## src/rtl/receive_capture_to_mem.sv

```systemverilog
// receive_capture_to_mem: rebuilds capture-memory words from a received
// octet stream (LSB octet first) and writes them through RAM port A,
// walking from MEM_LAST_ADDR down to MEM_FIRST_ADDR, so that a loopback
// against the capture sender reproduces the original memory image.
//
// Handshakes: rc_run is a level request taken only in IDLE and answered by
// a one-clk ack_rc_run; rx_validH is a one-clk strobe that qualifies
// rx_dataH and has no back-pressure; octets that arrive while the block
// cannot accept them are dropped and flagged in rc_overrun_err.
module receive_capture_to_mem #(
    parameter int MEM_ADDRESS_BITS   = 8,
    parameter int MEM_WORDLEN_BITS   = 32,
    parameter int MEM_WORDLEN_OCTETS = 4,
    parameter int MEM_FIRST_ADDR     = 0,
    parameter int MEM_LAST_ADDR      = 255,
    parameter int TIMEOUT_CYCLES     = 1000000
) (
    input  logic                        clk,
    input  logic                        rst_l,
    input  logic                        rc_run,
    input  logic                        rc_abort,
    input  logic [7:0]                  rx_dataH,
    input  logic                        rx_validH,
    output logic                        ack_rc_run,
    output logic                        rc_done,
    output logic [MEM_ADDRESS_BITS-1:0] mem_port_A_address,
    output logic [MEM_WORDLEN_BITS-1:0] mem_port_A_din,
    output logic                        mem_port_A_we,
    output logic                        rc_timeout_err,
    output logic                        rc_overrun_err,
    output logic [2:0]                  rc_state
);

    localparam int OID_W = (MEM_WORDLEN_OCTETS > 1) ? $clog2(MEM_WORDLEN_OCTETS) : 1;
    localparam int CNT_W = $clog2(TIMEOUT_CYCLES + 1);

    typedef enum logic [2:0] {
        ST_IDLE  = 3'd0,
        ST_ACK   = 3'd1,
        ST_WAIT  = 3'd2,
        ST_WRITE = 3'd3,
        ST_DONE  = 3'd4
    } state_t;

    state_t                      state;
    logic [MEM_ADDRESS_BITS-1:0] cur_addr;
    logic [MEM_WORDLEN_BITS-1:0] word;
    logic [OID_W-1:0]            octet_id;
    logic [CNT_W-1:0]            tmo_cnt;
    logic                        state_legal;

    // Control FSM: word assembly, inter-octet timeout, address walk, error flags.
    always_ff @(posedge clk or negedge rst_l) begin
        if (!rst_l) begin
            state          <= ST_IDLE;
            cur_addr       <= '0;
            word           <= '0;
            octet_id       <= '0;
            tmo_cnt        <= '0;
            rc_timeout_err <= 1'b0;
            rc_overrun_err <= 1'b0;
        end else if (rc_abort) begin
            // Abort beats everything; error flags stay for the host to read.
            state <= ST_IDLE;
        end else begin
            case (state)
                ST_IDLE: begin
                    rc_timeout_err <= 1'b0;
                    rc_overrun_err <= 1'b0;
                    if (rc_run) begin
                        state    <= ST_ACK;
                        cur_addr <= MEM_ADDRESS_BITS'(MEM_LAST_ADDR);
                        word     <= '0;
                        octet_id <= '0;
                        tmo_cnt  <= '0;
                    end
                end
                ST_ACK: begin
                    if (rx_validH) rc_overrun_err <= 1'b1;
                    state <= ST_WAIT;
                end
                ST_WAIT: begin
                    if (rx_validH) begin
                        // A strobe wins over a coinciding timeout terminal count.
                        word[8*octet_id +: 8] <= rx_dataH;
                        tmo_cnt               <= '0;
                        if (octet_id == OID_W'(MEM_WORDLEN_OCTETS - 1)) begin
                            octet_id <= '0;
                            state    <= ST_WRITE;
                        end else begin
                            octet_id <= octet_id + 1'b1;
                        end
                    end else if (octet_id != '0) begin
                        if (tmo_cnt == CNT_W'(TIMEOUT_CYCLES - 1)) begin
                            // Stale partial word: discard it and resync on the next octet.
                            word           <= '0;
                            octet_id       <= '0;
                            tmo_cnt        <= '0;
                            rc_timeout_err <= 1'b1;
                        end else begin
                            tmo_cnt <= tmo_cnt + 1'b1;
                        end
                    end
                end
                ST_WRITE: begin
                    if (rx_validH) rc_overrun_err <= 1'b1;
                    if (cur_addr > MEM_ADDRESS_BITS'(MEM_FIRST_ADDR)) begin
                        cur_addr <= cur_addr - 1'b1;
                        word     <= '0;
                        octet_id <= '0;
                        tmo_cnt  <= '0;
                        state    <= ST_WAIT;
                    end else begin
                        state <= ST_DONE;
                    end
                end
                ST_DONE: begin
                    if (rx_validH) rc_overrun_err <= 1'b1;
                    state <= ST_IDLE;
                end
                default: state <= ST_IDLE;
            endcase
        end
    end

    // Moore output decode from registered state only.
    always_comb begin
        state_legal = (state == ST_IDLE) || (state == ST_ACK) || (state == ST_WAIT) ||
                      (state == ST_WRITE) || (state == ST_DONE);
        ack_rc_run         = (state == ST_ACK);
        rc_done            = (state == ST_DONE);
        mem_port_A_we      = (state == ST_WRITE);
        mem_port_A_din     = (state == ST_WRITE) ? word : '0;
        mem_port_A_address = state_legal ? cur_addr : '0;
        rc_state           = state;
    end

endmodule

```

## config.mk

```make
export PLATFORM = sky130hd
export DESIGN_NAME = receive_capture_to_mem
export DESIGN_NICKNAME = d
export VERILOG_FILES = /design/src/rtl/receive_capture_to_mem.sv
export SDC_FILE = /design/constraint.sdc
export NUM_CORES = 1
export LEC_CHECK = 0
export ABC_AREA = 0
export CORE_UTILIZATION = 55
export CTS_BUF_LIST = sky130_fd_sc_hd__clkbuf_4 sky130_fd_sc_hd__clkbuf_8
export DETAILED_ROUTE_END_ITERATION = 16
export MAX_ROUTING_LAYER = met4
export PLACE_DENSITY = 0.83
export SLEW_MARGIN = 20
export SYNTH_ARGS = -nofsm -noshare
export SYNTH_HDL_FRONTEND = slang
export SYNTH_SLANG_ARGS = --single-unit
```

## constraint.sdc

```tcl
create_clock -name clk -period 3.3 [get_ports clk]
set_clock_uncertainty 0.05 [all_clocks]
set_input_delay 0.66 -clock clk [delete_from_list [all_inputs] [get_ports clk]]
set_output_delay 0.66 -clock clk [all_outputs]
set_load 0.03 [all_outputs]
```

Word level (Yosys, flattened, before mapping) --
Index checks and enable logic that the tools add are counted.
Cells by class: add/subtract/negate cells 4, $lt $le $gt $ge 1, equality and inequality tests 17, shift operators 2, mux-type cells 37, bitwise gates (word level) 1, reductions and logical operators 17
Operators by type and width (count):
- $mux 32 | 6
- $mux 20 | 5
- $pmux 32 s3 | 1
- $pmux 20 s3 | 1
- $neg 5->34 | 1
- $shift 8x34->32 const A | 1
- $shiftx 8x34->32 | 1
- $bwmux 32 | 1
- $mux 8 | 3
- $add 20x1->20 const B | 1
- $eq 20x20->1 const B | 1
- $pmux 8 s2 | 1
- $mux 3 | 5
- $ne 3x3->1 const B | 5
- $mux 2 | 6
- $pmux 3 s4 | 1
- $reduce_and 5->1 | 2
- $gt 8x1->1 const B | 1
- $ne 2x2->1 const B | 4
- $reduce_bool 2->1 | 4
- $sub 8x1->8 const B | 1
- $eq 3x2->1 const B | 2
- $pmux 2 s3 | 1
- $reduce_and 3->1 | 2
- other kinds (14) | 22
Storage, ports and cells: flip-flop bits (word level) 67, input port bits 13, output and inout bits 48, logic and storage cells 86

Depth between registers and ports, before layout --
depth in word-level cells 6, mapped depth 10, gate-level depth less buffers 7

Least setup slack after synthesis --
Ideal clock, no wire load.
path kind reg2out, from register state[1] (netlist: rc_state[1]), to output mem_port_A_din[10], arrival 1.768 ns, data required time 2.590 ns, path slack 0.822 ns, cell stages (with the launch flop) 6, path buffers 2, cell sequence dfrtp_1 -> clkbuf_1 -> and2b_1 -> nand2_1 -> clkbuf_1 -> nor2_1
On the way: cells in the longest elaborated chain, start to end 2
RTL lines:
- start, declared | RTL line 45 | state_t state;
- start signal, assigned | RTL line 55 | state <= ST_IDLE;
- start signal, assigned | RTL line 64 | state <= ST_IDLE;
- start signal, assigned | RTL line 71 | state <= ST_ACK;
- $eq 3x2->1 | RTL line 133 | mem_port_A_din = (state == ST_WRITE) ? word : '0;
- $mux 32 | RTL line 133
- end, declared | RTL line 27 | output logic [MEM_WORDLEN_BITS-1:0] mem_port_A_din,
Every way passes these cells.

Final worst setup path --
from register state[1] (netlist: rc_state[1]), to output mem_port_A_din[31]
The elaborated chain is that of the path after synthesis.

==> qor.yml <==
outcome:
  status: "completed"
power:
  power_density_nw_per_um2: 403
  irDropWorstVdd_v: 0.000281
  p_leak_nw: 1.84
sta:
  worst_pin_slew_ns: 0.829
  hold_viol: 0
  slew_violations: 0
  period_minus_slack_ns: 3.00
  fmax_mhz: 334
  finalCritPeriodShare_pct: 90.8
  timing.final.ws_setup_ns: 0.305
  setup_tns_ns: 0
  finalSetupViolCount: 0
  relSlewSlack_pct: 44.3
  grt_setup_unrepaired: "no"
setup_path:
  crit_fanout: 35
  cp_slowest_stage_delay_ns: 0.70
  required_ns: 2.59
  cp-end-kind: "output port"
  cp_cell_sequence: "and2b_1 > nand2_1 > buf_4 > nor2_1 > clkdlybuf4s50_1"
  crit_type: "flip-flop to output port"
  crit_cells: 5
  crit_family: "buffers and inverters"
  rr_startpoint: "octet_id[0]"
  endpoint: "mem_port_A_din[31]"
  r2r-end: "word[19]"
  slowest_stage: "clkdlybuf4s50_1"
  reg2reg_depth: 7
  arrival_ns: 2.29
  crit_path_start_kind: "flip-flop"
  rrSetupSlack_ns: 0.74
  critPathLaunch: "rc_state[1]"
  cp_num_buf_inv: 2
synthesis:
  async_flop_share_pct: 100
  synth_area_per_cell_um2: 8.87
  yosys_register_bits: 67
  synth_edf_count: 0
  netlist_instances: 423
  synthesis.nets: 442
  yosys_warnings: 0
  synth_ff_type: "dfrtp_1"
  yosysUniqueCellTypes: 49
  synth_area_um2: 3750
  yosysSeqAreaShare_pct: 44.7
global_route:
  grt-ovfl-total: 0
  antenna_found_initial: 0
  grt_pass1_wl_um: 15200
  grtUsageMet3_pct: 4.72
  track_usage_pct: 27.5
  top_usage_layer: "met2"
  grt_pass1_vias: 3252
  met1_usage_pct: 35.3
  gr-usage-met2_pct: 44.0
  grt_start_max_net_pins: 42
min_path:
  hold_path.class: "input pin to async pin"
drt:
  num_vias: 3264
  antenna_left: 0
  via_per_inst: 5.75
  wl_um: 8910
  drtIter0Drc: 224
  wl_per_cell_um: 15.7
  drcViolationCount: 0
  dr.pass1.iters: 6
place:
  post-place-ws_ns: 0.305
  dpl.cell_count: 552
  hpwl_um: 6350
  portBuffers: 60
  routabilityCongestion: 0.860
clock_tree:
  hold_buffers: 0
  clk_pin_slew_ns: 0.08
  root_buffer: "clkbuf_8"
  cts_buffers: 9
  clock_latency_ns: 0.34
  cts.sinks: 67
  cts_buffer_depth: 2
  h-tree-depth: 3
  cts_tree: "yes"
  ctsResizeCount: 0
  cts_setup_buffers: 0
cells_and_area:
  finalCoreUtilization_pct: 71.9
  drive_gt1_share_pct: 7.13
  fin_cells: 568
  diodes: 0
  syn_to_final_growth_pct: 23.7
  nNetsFinal: 505
die:
  fp-row-count: 29
  die_area_um2: 7160
  initial_core_util_pct: 58.1
  fp.dieH_um: 84.6
  die_x_um: 84.6
  core_um2: 6460
  ioPinCount: 61
job:
  max_cap_viol_count: 0
[worst min-delay path by stage]
stage | start | slack, ns | cells after the start | to
global route | rst_l | 0.32 | 1 | tmo_cnt[6]
global placement | rc_overrun_err | 0.43 | 2 | rc_overrun_err
CTS | rst_l | 0.30 | 1 | tmo_cnt[9]
finish | rst_l | 0.29 | 1 | tmo_cnt[9]
detailed placement | rc_timeout_err | 0.44 | 2 | rc_timeout_err
floorplan | rst_l | 0.31 | 0 | cur_addr[0]
[flip-flops by register name, summed over array words and instances, names as in the netlist]
signal and flops:
rc_state 3, cur_addr 8, rc_timeout_err 1, rc_overrun_err 1
tmo_cnt 20, octet_id 2, word 32
[placed cells by master (no fill, tap or decap), drive strengths merged, types with 2 or more instances in the layout]
master and instances:
buf 7, o211ai 2, nor4 8, and2 12, nand4 8, nor3 14, nor2b 6, nand3 13
clkbuf 9, nor2 61, a21o 5, nand2 57, clkinv 2, dfrtp 67, nand2b 2, xor2 3
o21ai 22, clkinvlp 3, o22ai 2, bufinv 2, o2bb2ai 2, nor3b 2, inv 41, and2b 2
or3 4, nor4b 3, a31oi 2, ha 6, a22o 12, and3 3, mux2i 32, a21oi 8
clkdlybuf4s50 59, or2 2
[cell families (layout without fill, tap and decap cells)]
kind of cell,Yosys count,count (layout),share of synthesized area (%)
and+or+nand+nor,198,198,27.0
DFF,67,67,44.7
AOI/OAI and AO/OA,61,61,10.7
buffers and inverters,55,123,6.10
muxes,33,33,8.84
adders and majority gates,6,6,2.00
xor gates and xnor gates,3,3,0.700
[synth_stat cells (2+ instances only)]
| cell | number | share of area (%) |
|---|---|---|
| dfrtp_1 | 67 | 45 |
| nor2_1 | 61 | 6.1 |
| nand2_1 | 56 | 5.6 |
| inv_1 | 40 | 4.0 |
| mux2i_1 | 32 | 8.5 |
| o21ai_0 | 19 | 2.5 |
| nand3_1 | 13 | 1.7 |
| a22o_1 | 12 | 2.8 |
| and2_1 | 12 | 2.0 |
| nor3_1 | 10 | 1.3 |
| a21oi_1 | 8 | 1.1 |
| nand4_1 | 8 | 1.3 |
| clkbuf_1 | 7 | 0.70 |
| ha_1 | 6 | 2.0 |
| nor2b_1 | 6 | 1.0 |
| nor4_1 | 6 | 1.0 |
| a21o_1 | 5 | 1.0 |
| nor3_4 | 4 | 1.7 |
| or3_1 | 4 | 0.67 |
| and3_1 | 3 | 0.50 |
| buf_2 | 3 | 0.40 |
| o21ai_1 | 3 | 0.40 |
| xor2_1 | 3 | 0.70 |
| a31oi_1 | 2 | 0.33 |
| and2b_1 | 2 | 0.40 |
| buf_6 | 2 | 0.60 |
| nand2b_1 | 2 | 0.33 |
| nor3b_1 | 2 | 0.40 |
| nor4b_2 | 2 | 0.80 |
| o211ai_1 | 2 | 0.40 |
| o22ai_1 | 2 | 0.33 |
| o2bb2ai_1 | 2 | 0.47 |
[worst register-to-register path, delay by kind of cell (launching register included)]
kind	cells	cell delay [ns]
adders and majority gates	1	0.32
DFF	1	0.54
buffers and inverters	1	0.12
and+or+nand+nor	4	1.18
muxes	1	0.26
[where the power goes]
part	switching [W]	internal [W]
Clock	0.000320	0.000422
Sequential	0.0000286	0.000842
Combinational	0.000156	0.000103
[per-layer routing]
metal  vias up  routed length, um
li1       1558                  -
met1      1599               3970
met2        90               4430
met3        17                363
met4         0                141
met5         -                  0
[final cells by class]
class	count	area [um2]
Inverter	41	154
Sequential cell	67	1680
Multi-Input combinational cell	301	1850
Clock buffer	9	124
Fill cell	496	1820
Tap cell	77	96.3
Timing Repair Buffer	66	653
Clock inverter	7	92.6
[through the flow]
step                      power [W]  hold WS, ns  area (um2)
after floorplan             0.00104        0.314        3750
after global placement      0.00114        0.434        4430
after detailed placement    0.00114        0.441        4430
after CTS                   0.00188        0.301        4640
after global routing        0.00195        0.319        4640
final                       0.00187        0.290        4640
No activity file was read; power rests on OpenSTA's default activity.
